--- src/rtl/fifo_rd_pkg.sv ---
// Shared defaults and width helpers for the async-FIFO read-side stream drain.
package fifo_rd_pkg;

  localparam int unsigned DEF_DATA_WIDTH = 8;
  localparam int unsigned DEF_BUF_DEPTH  = 3;
  localparam int unsigned DEF_CNT_WIDTH  = 16;

  function automatic int unsigned occ_w(input int unsigned depth);
    return $clog2(depth + 1);
  endfunction

  function automatic int unsigned ptr_w(input int unsigned depth);
    return (depth > 1) ? $clog2(depth) : 1;
  endfunction

  localparam int unsigned OCC_W = occ_w(DEF_BUF_DEPTH);
  localparam int unsigned PTR_W = ptr_w(DEF_BUF_DEPTH);

  typedef logic [OCC_W-1:0] occ_t;
  typedef logic [PTR_W-1:0] ptr_t;

  typedef enum logic {
    RUN_IDLE   = 1'b0,
    RUN_ACTIVE = 1'b1
  } run_e;

endpackage

--- src/rtl/stream_skid_buf.sv ---
// Small circular buffer: push at wr_ptr, pop at rd_ptr, head always visible.
module stream_skid_buf
  import fifo_rd_pkg::*;
#(
  parameter int unsigned DATA_WIDTH = DEF_DATA_WIDTH,
  parameter int unsigned DEPTH      = DEF_BUF_DEPTH
) (
  input  logic                         clk,
  input  logic                         rst_n,
  input  logic                         push,
  input  logic [DATA_WIDTH-1:0]        push_data,
  input  logic                         pop,
  output logic [DATA_WIDTH-1:0]        head,
  output logic [$clog2(DEPTH+1)-1:0]   occ
);

  localparam int unsigned PW = ptr_w(DEPTH);
  localparam int unsigned OW = occ_w(DEPTH);

  logic [DATA_WIDTH-1:0] mem [DEPTH];
  logic [PW-1:0]         wr_ptr;
  logic [PW-1:0]         rd_ptr;
  logic                  pop_ok;

  function automatic logic [PW-1:0] ptr_inc(input logic [PW-1:0] p);
    return (p == PW'(DEPTH - 1)) ? '0 : p + PW'(1);
  endfunction

  assign pop_ok = pop && (occ != '0);
  assign head   = mem[rd_ptr];

  always_ff @(posedge clk or negedge rst_n) begin
    if (!rst_n) begin
      wr_ptr <= '0;
      rd_ptr <= '0;
      occ    <= '0;
      for (int unsigned i = 0; i < DEPTH; i++) mem[i] <= '0;
    end else begin
      if (push) begin
        mem[wr_ptr] <= push_data;
        wr_ptr      <= ptr_inc(wr_ptr);
      end
      if (pop_ok) rd_ptr <= ptr_inc(rd_ptr);
      if (push && !pop_ok)      occ <= occ + OW'(1);
      else if (pop_ok && !push) occ <= occ - OW'(1);
    end
  end

  a_no_overflow: assert property (@(posedge clk) disable iff (!rst_n)
    push |-> (occ != OW'(DEPTH)));

endmodule

--- src/rtl/fifo_rd_stream.sv ---
// Credit-based FIFO reader: pops the async FIFO read port into a valid/ready stream.
module fifo_rd_stream
  import fifo_rd_pkg::*;
#(
  parameter int unsigned DATA_WIDTH = DEF_DATA_WIDTH,
  parameter int unsigned BUF_DEPTH  = DEF_BUF_DEPTH,
  parameter int unsigned CNT_WIDTH  = DEF_CNT_WIDTH
) (
  input  logic                             rclk,
  input  logic                             rrst_n,
  input  logic                             drain_en,
  input  logic                             fifo_empty,
  input  logic [DATA_WIDTH-1:0]            fifo_dout,
  output logic                             fifo_rd_en,
  output logic [DATA_WIDTH-1:0]            m_data,
  output logic                             m_valid,
  input  logic                             m_ready,
  output logic [$clog2(BUF_DEPTH+1)-1:0]   occupancy,
  output logic [CNT_WIDTH-1:0]             word_cnt
);

  localparam int unsigned OW = occ_w(BUF_DEPTH);
  localparam logic [OW:0] DEPTH_C = (OW+1)'(BUF_DEPTH);

  run_e          run_q;
  logic          inflight;
  logic [OW-1:0] occ;
  logic [OW:0]   credit_used;
  logic          pop;

  // A word in flight already owns a buffer slot; pops free slots only next cycle.
  assign credit_used = {1'b0, occ} + {{OW{1'b0}}, inflight};
  assign fifo_rd_en  = (run_q == RUN_ACTIVE) && drain_en && !fifo_empty
                       && (credit_used < DEPTH_C);
  assign m_valid     = (occ != '0);
  assign pop         = m_valid && m_ready;
  assign occupancy   = occ;

  stream_skid_buf #(
    .DATA_WIDTH (DATA_WIDTH),
    .DEPTH      (BUF_DEPTH)
  ) u_buf (
    .clk       (rclk),
    .rst_n     (rrst_n),
    .push      (inflight),
    .push_data (fifo_dout),
    .pop       (pop),
    .head      (m_data),
    .occ       (occ)
  );

  always_ff @(posedge rclk or negedge rrst_n) begin
    if (!rrst_n) begin
      run_q    <= RUN_IDLE;
      inflight <= 1'b0;
      word_cnt <= '0;
    end else begin
      run_q    <= RUN_ACTIVE;
      inflight <= fifo_rd_en;
      if (pop) word_cnt <= word_cnt + CNT_WIDTH'(1);
    end
  end

  a_no_read_on_empty: assert property (@(posedge rclk) disable iff (!rrst_n)
    fifo_rd_en |-> !fifo_empty);

endmodule

--- config.mk ---
export PLATFORM = sky130hd
export DESIGN_NAME = fifo_rd_stream
export DESIGN_NICKNAME = d
export VERILOG_FILES = /design/src/rtl/fifo_rd_pkg.sv /design/src/rtl/stream_skid_buf.sv /design/src/rtl/fifo_rd_stream.sv
export SDC_FILE = /design/constraint.sdc
export NUM_CORES = 1
export LEC_CHECK = 0
export BUFFER_PORTS_ARGS = -buffer_cell sky130_fd_sc_hd__buf_2
export CORE_ASPECT_RATIO = 0.6
export CORE_UTILIZATION = 58
export CTS_CLUSTER_SIZE = 28
export DETAILED_ROUTE_END_ITERATION = 7
export PLACE_DENSITY = 0.83
export SYNTH_ARGS = -nofsm -noshare
export SYNTH_HDL_FRONTEND = slang
export SYNTH_SLANG_ARGS = --single-unit
--- constraint.sdc ---
create_clock -name rclk -period 3.8 [get_ports rclk]
set_input_delay 0.57 -clock rclk [delete_from_list [all_inputs] [get_ports rclk]]
set_output_delay 0.57 -clock rclk [all_outputs]
set_load 0.01 [all_outputs]
Word level (Yosys, flattened, before mapping)

Cells that the tools add are included.

Word-level logic and storage cells: 46
Register bits after elaboration: 48

Mux-type cells: 10
$lt $le $gt $ge: 4
Bitwise logic cells: 2
Reduce and logical (&&, ||, !) cells: 13
Equal/unequal tests: 2
Add/subtract/negate cells: 6

Operators by type and width:

| operator                | count |
|---|---|
| $bwmux W24              | 1 |
| $mux W8                 | 3 |
| $add A16 B1 Y16 const B | 1 |
| $bmux W8 S2             | 1 |
| $demux W8 S2            | 1 |
| $logic_and A1 B1 Y1     | 8 |
| $mux W2                 | 4 |
| $add A2 B1 Y2 const B   | 3 |
| $ge A3 B3 Y1 const B    | 2 |
| $not A2 Y3              | 2 |
| $eq A2 B2 Y1 const B    | 2 |
| $reduce_bool A2 Y1      | 2 |
| $add A2 B1 Y3           | 1 |
| $logic_not A1 Y1        | 3 |
| $lt A3 B1 Y1 const B    | 1 |
| $lt A3 B2 Y1 const B    | 1 |
| $sub A2 B1 Y2 const B   | 1 |

Logic depth before layout (Yosys ltp)

Word-level depth: 6
Gate-level depth with buffers: 7

Cells and area by module

From an unflattened synthesis, not the netlist that was laid out.

Cells, all modules: 172
Area total of the unflattened synthesis: 2,159.6 sq um

By module, submodules not included:

| module          | times used | area an instance (sq um) | cells each |
|---|---|---|---|
| stream_skid_buf | 1          | 1,317.5                  | 101 |
| fifo_rd_stream  | 1          | 842.1                    | 71 |

Worst setup path before layout

OpenSTA, ideal clock, no wires.

Kind: flip-flop to output port
From: register u_buf.occ[0]
To: output fifo_rd_en
Path buffers: 0
Slack: 1.523 ns
Arrival time: 1.707 ns
Required time: 3.230 ns
Cell stages (with the launch flop): 4
Cell sequence: dfrtp_1 > ha_1 > ha_1 > a2111oi_0

Word-level cells in the longest chain between the ends: 3

Ends and longest elaborated chain:

| item                     | RTL line              | RTL |
|---|---|---|
| start: declaration       | stream_skid_buf.sv:14 | `output logic [$clog2(DEPTH+1)-1:0] occ` |
| start signal: assignment | stream_skid_buf.sv:44 | `if (push && !pop_ok) occ <= occ + OW'(1);` |
| start signal: assignment | stream_skid_buf.sv:45 | `else if (pop_ok && !push) occ <= occ - OW'(1);` |
| $add A2 B1 Y3            | fifo_rd_stream.sv:32  | `assign credit_used = {1'b0, occ} + {{OW{1'b0}}, inflight};` |
| $lt A3 B2 Y1             | fifo_rd_stream.sv:34  | `&& (credit_used < DEPTH_C);` |
| $logic_and A1 B1 Y1      | fifo_rd_stream.sv:34  |  |
| end: declaration         | fifo_rd_stream.sv:14  | `output logic fifo_rd_en,` |

Every way passes these cells.

Final worst setup path

Same ends and word-level chain as after synthesis.

==> flow_metrics.py <==
metrics = {
    "status": {
        "status": "finished, final reports clean",
    },
    "clock_network": {
        "cts-root-buf": "clkbuf_8",
        "tritoncts": "built",
        "path_clk_slew_ns": 0.08,
        "cts_buffers": 5,
        "ctsResizeCount": 0,
        "h-tree-depth": 2,
        "clockBufferDepth": 2,
        "clock-sinks": 48,
        "post_cts_buffers": 0,
        "hold_buffers": 0,
        "clock_latency_ns": 0.30,
    },
    "timing": {
        "hold_violations": 0,
        "fin_crit_sh_pct": 65.7,
        "worst_slew_pin_slew_ns": 1.02,
        "setup_violations": 0,
        "relSlewSlack_pct": 31.8,
        "finalMaxSlewViolations": 0,
        "hold_ws_ns": 0.438,
        "rsz0062_at_grt": "false",
        "finalClockSkew_ns": 0.00756,
        "period_needed_ns": 2.50,
        "fin_ws_ns": 1.30,
        "fin_setup_tns_ns": 0,
        "max_freq_ghz": 0.401,
    },
    "synth": {
        "ys_seq_area_share_pct": 57.2,
        "yosysTopAreaCell": "dfrtp_1",
        "ys.flop_type": "dfrtp_1",
        "async_reset_ff_share_pct": 100,
        "synth-edff-count": 0,
        "syn_area_sq_um": 2100,
        "synth_top_area_share_pct": 57.2,
        "synth.most_common_cell": "dfrtp_1",
        "yosysWarnings": 0,
        "ys_types": 27,
        "syn_area_per_cell_sq_um": 12.6,
        "synthesis.nets": 184,
        "synth_commonest_cells": "dfrtp_1, mux2_2, nand2_1",
        "synth-seq-cells": 48,
        "synthCells": 167,
        "ys_top_cells_by_area": "dfrtp_1, mux2_2, xnor2_1",
    },
    "cells_and_area": {
        "n_fill_cell": 243,
        "nets": 227,
        "areaGrowthSynthToFinish_pct": 15.8,
        "drive_gt1_share_pct": 36.5,
        "antennaDiodeCount": 0,
        "multi_input_area_sq_um": 865,
        "final-seq-area_sq_um": 1200,
        "finalCoreUtilization_pct": 72.7,
    },
    "detailed_routing": {
        "wirelength_um": 3950,
        "via_per_inst": 5.42,
        "drt_first_pass_iters": 4,
        "drc_errors": 0,
        "num_vias": 1387,
        "drtAntennaViolNets": 0,
        "wl_per_cell_um": 15.4,
        "first_iter_violations": 37,
    },
    "global_routing": {
        "antenna_found_initial": 0,
        "grt_overflow": 0,
        "grt_pass1_wl_um": 6700,
        "grt_pass1_vias": 1435,
        "grt_max_degree": 49,
        "grt_use_total_pct": 23.4,
    },
    "floorplanning": {
        "floorplan.initialDensity_pct": 62.8,
        "fp.dieH_um": 48.6,
        "die-area_sq_um": 3870,
        "core_sq_um": 3340,
        "rows": 16,
        "die_w_um": 79.7,
        "ios": 41,
    },
    "setup_path": {
        "arrival_ns": 1.93,
        "critical_path_required_ns": 3.23,
        "worstSetupStartpointType": "flip-flop",
        "critPathMaxFanout": 5,
        "end_kind": "output port",
        "crit_type": "flip-flop to output port",
    },
    "pwr": {
        "pwr_density_cell_nw_per_um2": 742,
        "p_leak_nw": 1.18,
        "power_w": 0.00180,
        "irDropWorstVdd_v": 0.000407,
    },
    "place": {
        "routabilityCongestion": 0.716,
        "port_buffers": 40,
        "dp_slack_ns": 1.61,
        "place_hpwl_um": 2830,
    },
    "min_path": {
        "hold_class": "input pin to async pin",
    },
    "flow_run": {
        "maxCapViolCount": 0,
    },
}
[per-layer routing]
| layer | GRT usage, % | vias to the layer above | share of wire (%) |
|---|---|---|---|
| li1 | - | 656 | - |
| met3 | 7.92 | 5 | 5.0 |
| met4 | 5.15 | 0 | 0.76 |
| met1 | 31.3 | 688 | 48 |
| met5 | 0 | - | 0 |
| met2 | 37.2 | 38 | 46 |
[cell usage in the layout, fill, tap and decap left out, types with 2 or more instances in the layout]
cell      netlist  routed
dfrtp_1        48      48
buf_2           0      40
mux2_2         25      25
nand2_1        20      20
xnor2_1        12      12
o21ai_0         9       9
mux2i_1         8       8
nand3_1         6       6
xor2_1          6       6
clkbuf_8        0       6
nor2_1          4       4
ha_1            4       4
inv_1           3       3
and3_1          3       3
or2_2           2       2
nand4_1         2       2
clkbuf_1        3       2
[per-stage QoR]
| stage | cell area (sq um) | std cells |
|---|---|---|
| after detailed placement | 2340 | 248 |
| after global placement | 2340 | 248 |
| after CTS | 2430 | 256 |
| after global routing | 2430 | 256 |
| final | 2430 | 256 |
| after floorplan | 2100 | 167 |
[registers in the layout, summed over array words and instances, names as in the netlist]
signal        cells
u_buf.mem        24
word_cnt         16
u_buf.occ         2
u_buf.rd_ptr      2
u_buf.wr_ptr      2
inflight          1
run_q             1
[cell families (layout without fill, tap and decap cells)]
| family | count (synthesis) | after routing | synth area share, % |
|---|---|---|---|
| multiplexers | 33 | 33 | 17.2 |
| adder cells (fa/ha/maj) | 4 | 4 | 2.39 |
| AO/OA/AOI/OAI | 11 | 11 | 2.92 |
| other | 1 | 1 | 0.179 |
| XOR/XNOR | 18 | 18 | 7.51 |
| flip-flops | 48 | 48 | 57.2 |
| buffers and inverters | 8 | 52 | 1.55 |
| AND/OR/NAND/NOR | 44 | 44 | 11.0 |
[critical path, stage by stage (launching register included)]
cell and delay [ns]:
dfrtp_1 0.44, ha_1 0.23, ha_1 0.26, a2111oi_0 0.47, buf_2 0.22
[power by group]
part           leakage (nW)  internal (W)  total, W  switching [W]
clock                0.0455      0.000149  0.000309       0.000161
sequential            0.594      0.000706  0.000872       0.000167
combinational         0.543      0.000320  0.000620       0.000300
total                  1.18       0.00117   0.00180       0.000627
[final timing paths]
kind / startpoint / endpoint / slack, ns / depth (start not counted)
min in group rclk: fifo_empty / inflight / 0.44 / 2
worst min register to register: word_cnt[15] / word_cnt[15] / 0.48 / 1
worst max-delay path: u_buf.occ[0] / fifo_rd_en / 1.30 / 4
max in group asynchronous: rrst_n / u_buf.occ[0] / 2.72 / 1
worst max register to register: u_buf.occ[0] / word_cnt[10] / 1.95 / 6
worst min-delay path: rrst_n / word_cnt[7] / 0.44 / 1
[cell type report]
| class | instances | share of cell area (%) |
|---|---|---|
| Tap cell | 45 | 2.32 |
| Clock buffer | 8 | 3.71 |
| Timing Repair Buffer | 40 | 8.24 |
| Multi-Input combinational cell | 111 | 35.6 |
| Sequential cell | 48 | 49.4 |
| Inverter | 4 | 0.721 |
Note: power is estimated with default switching activity, not from simulation.
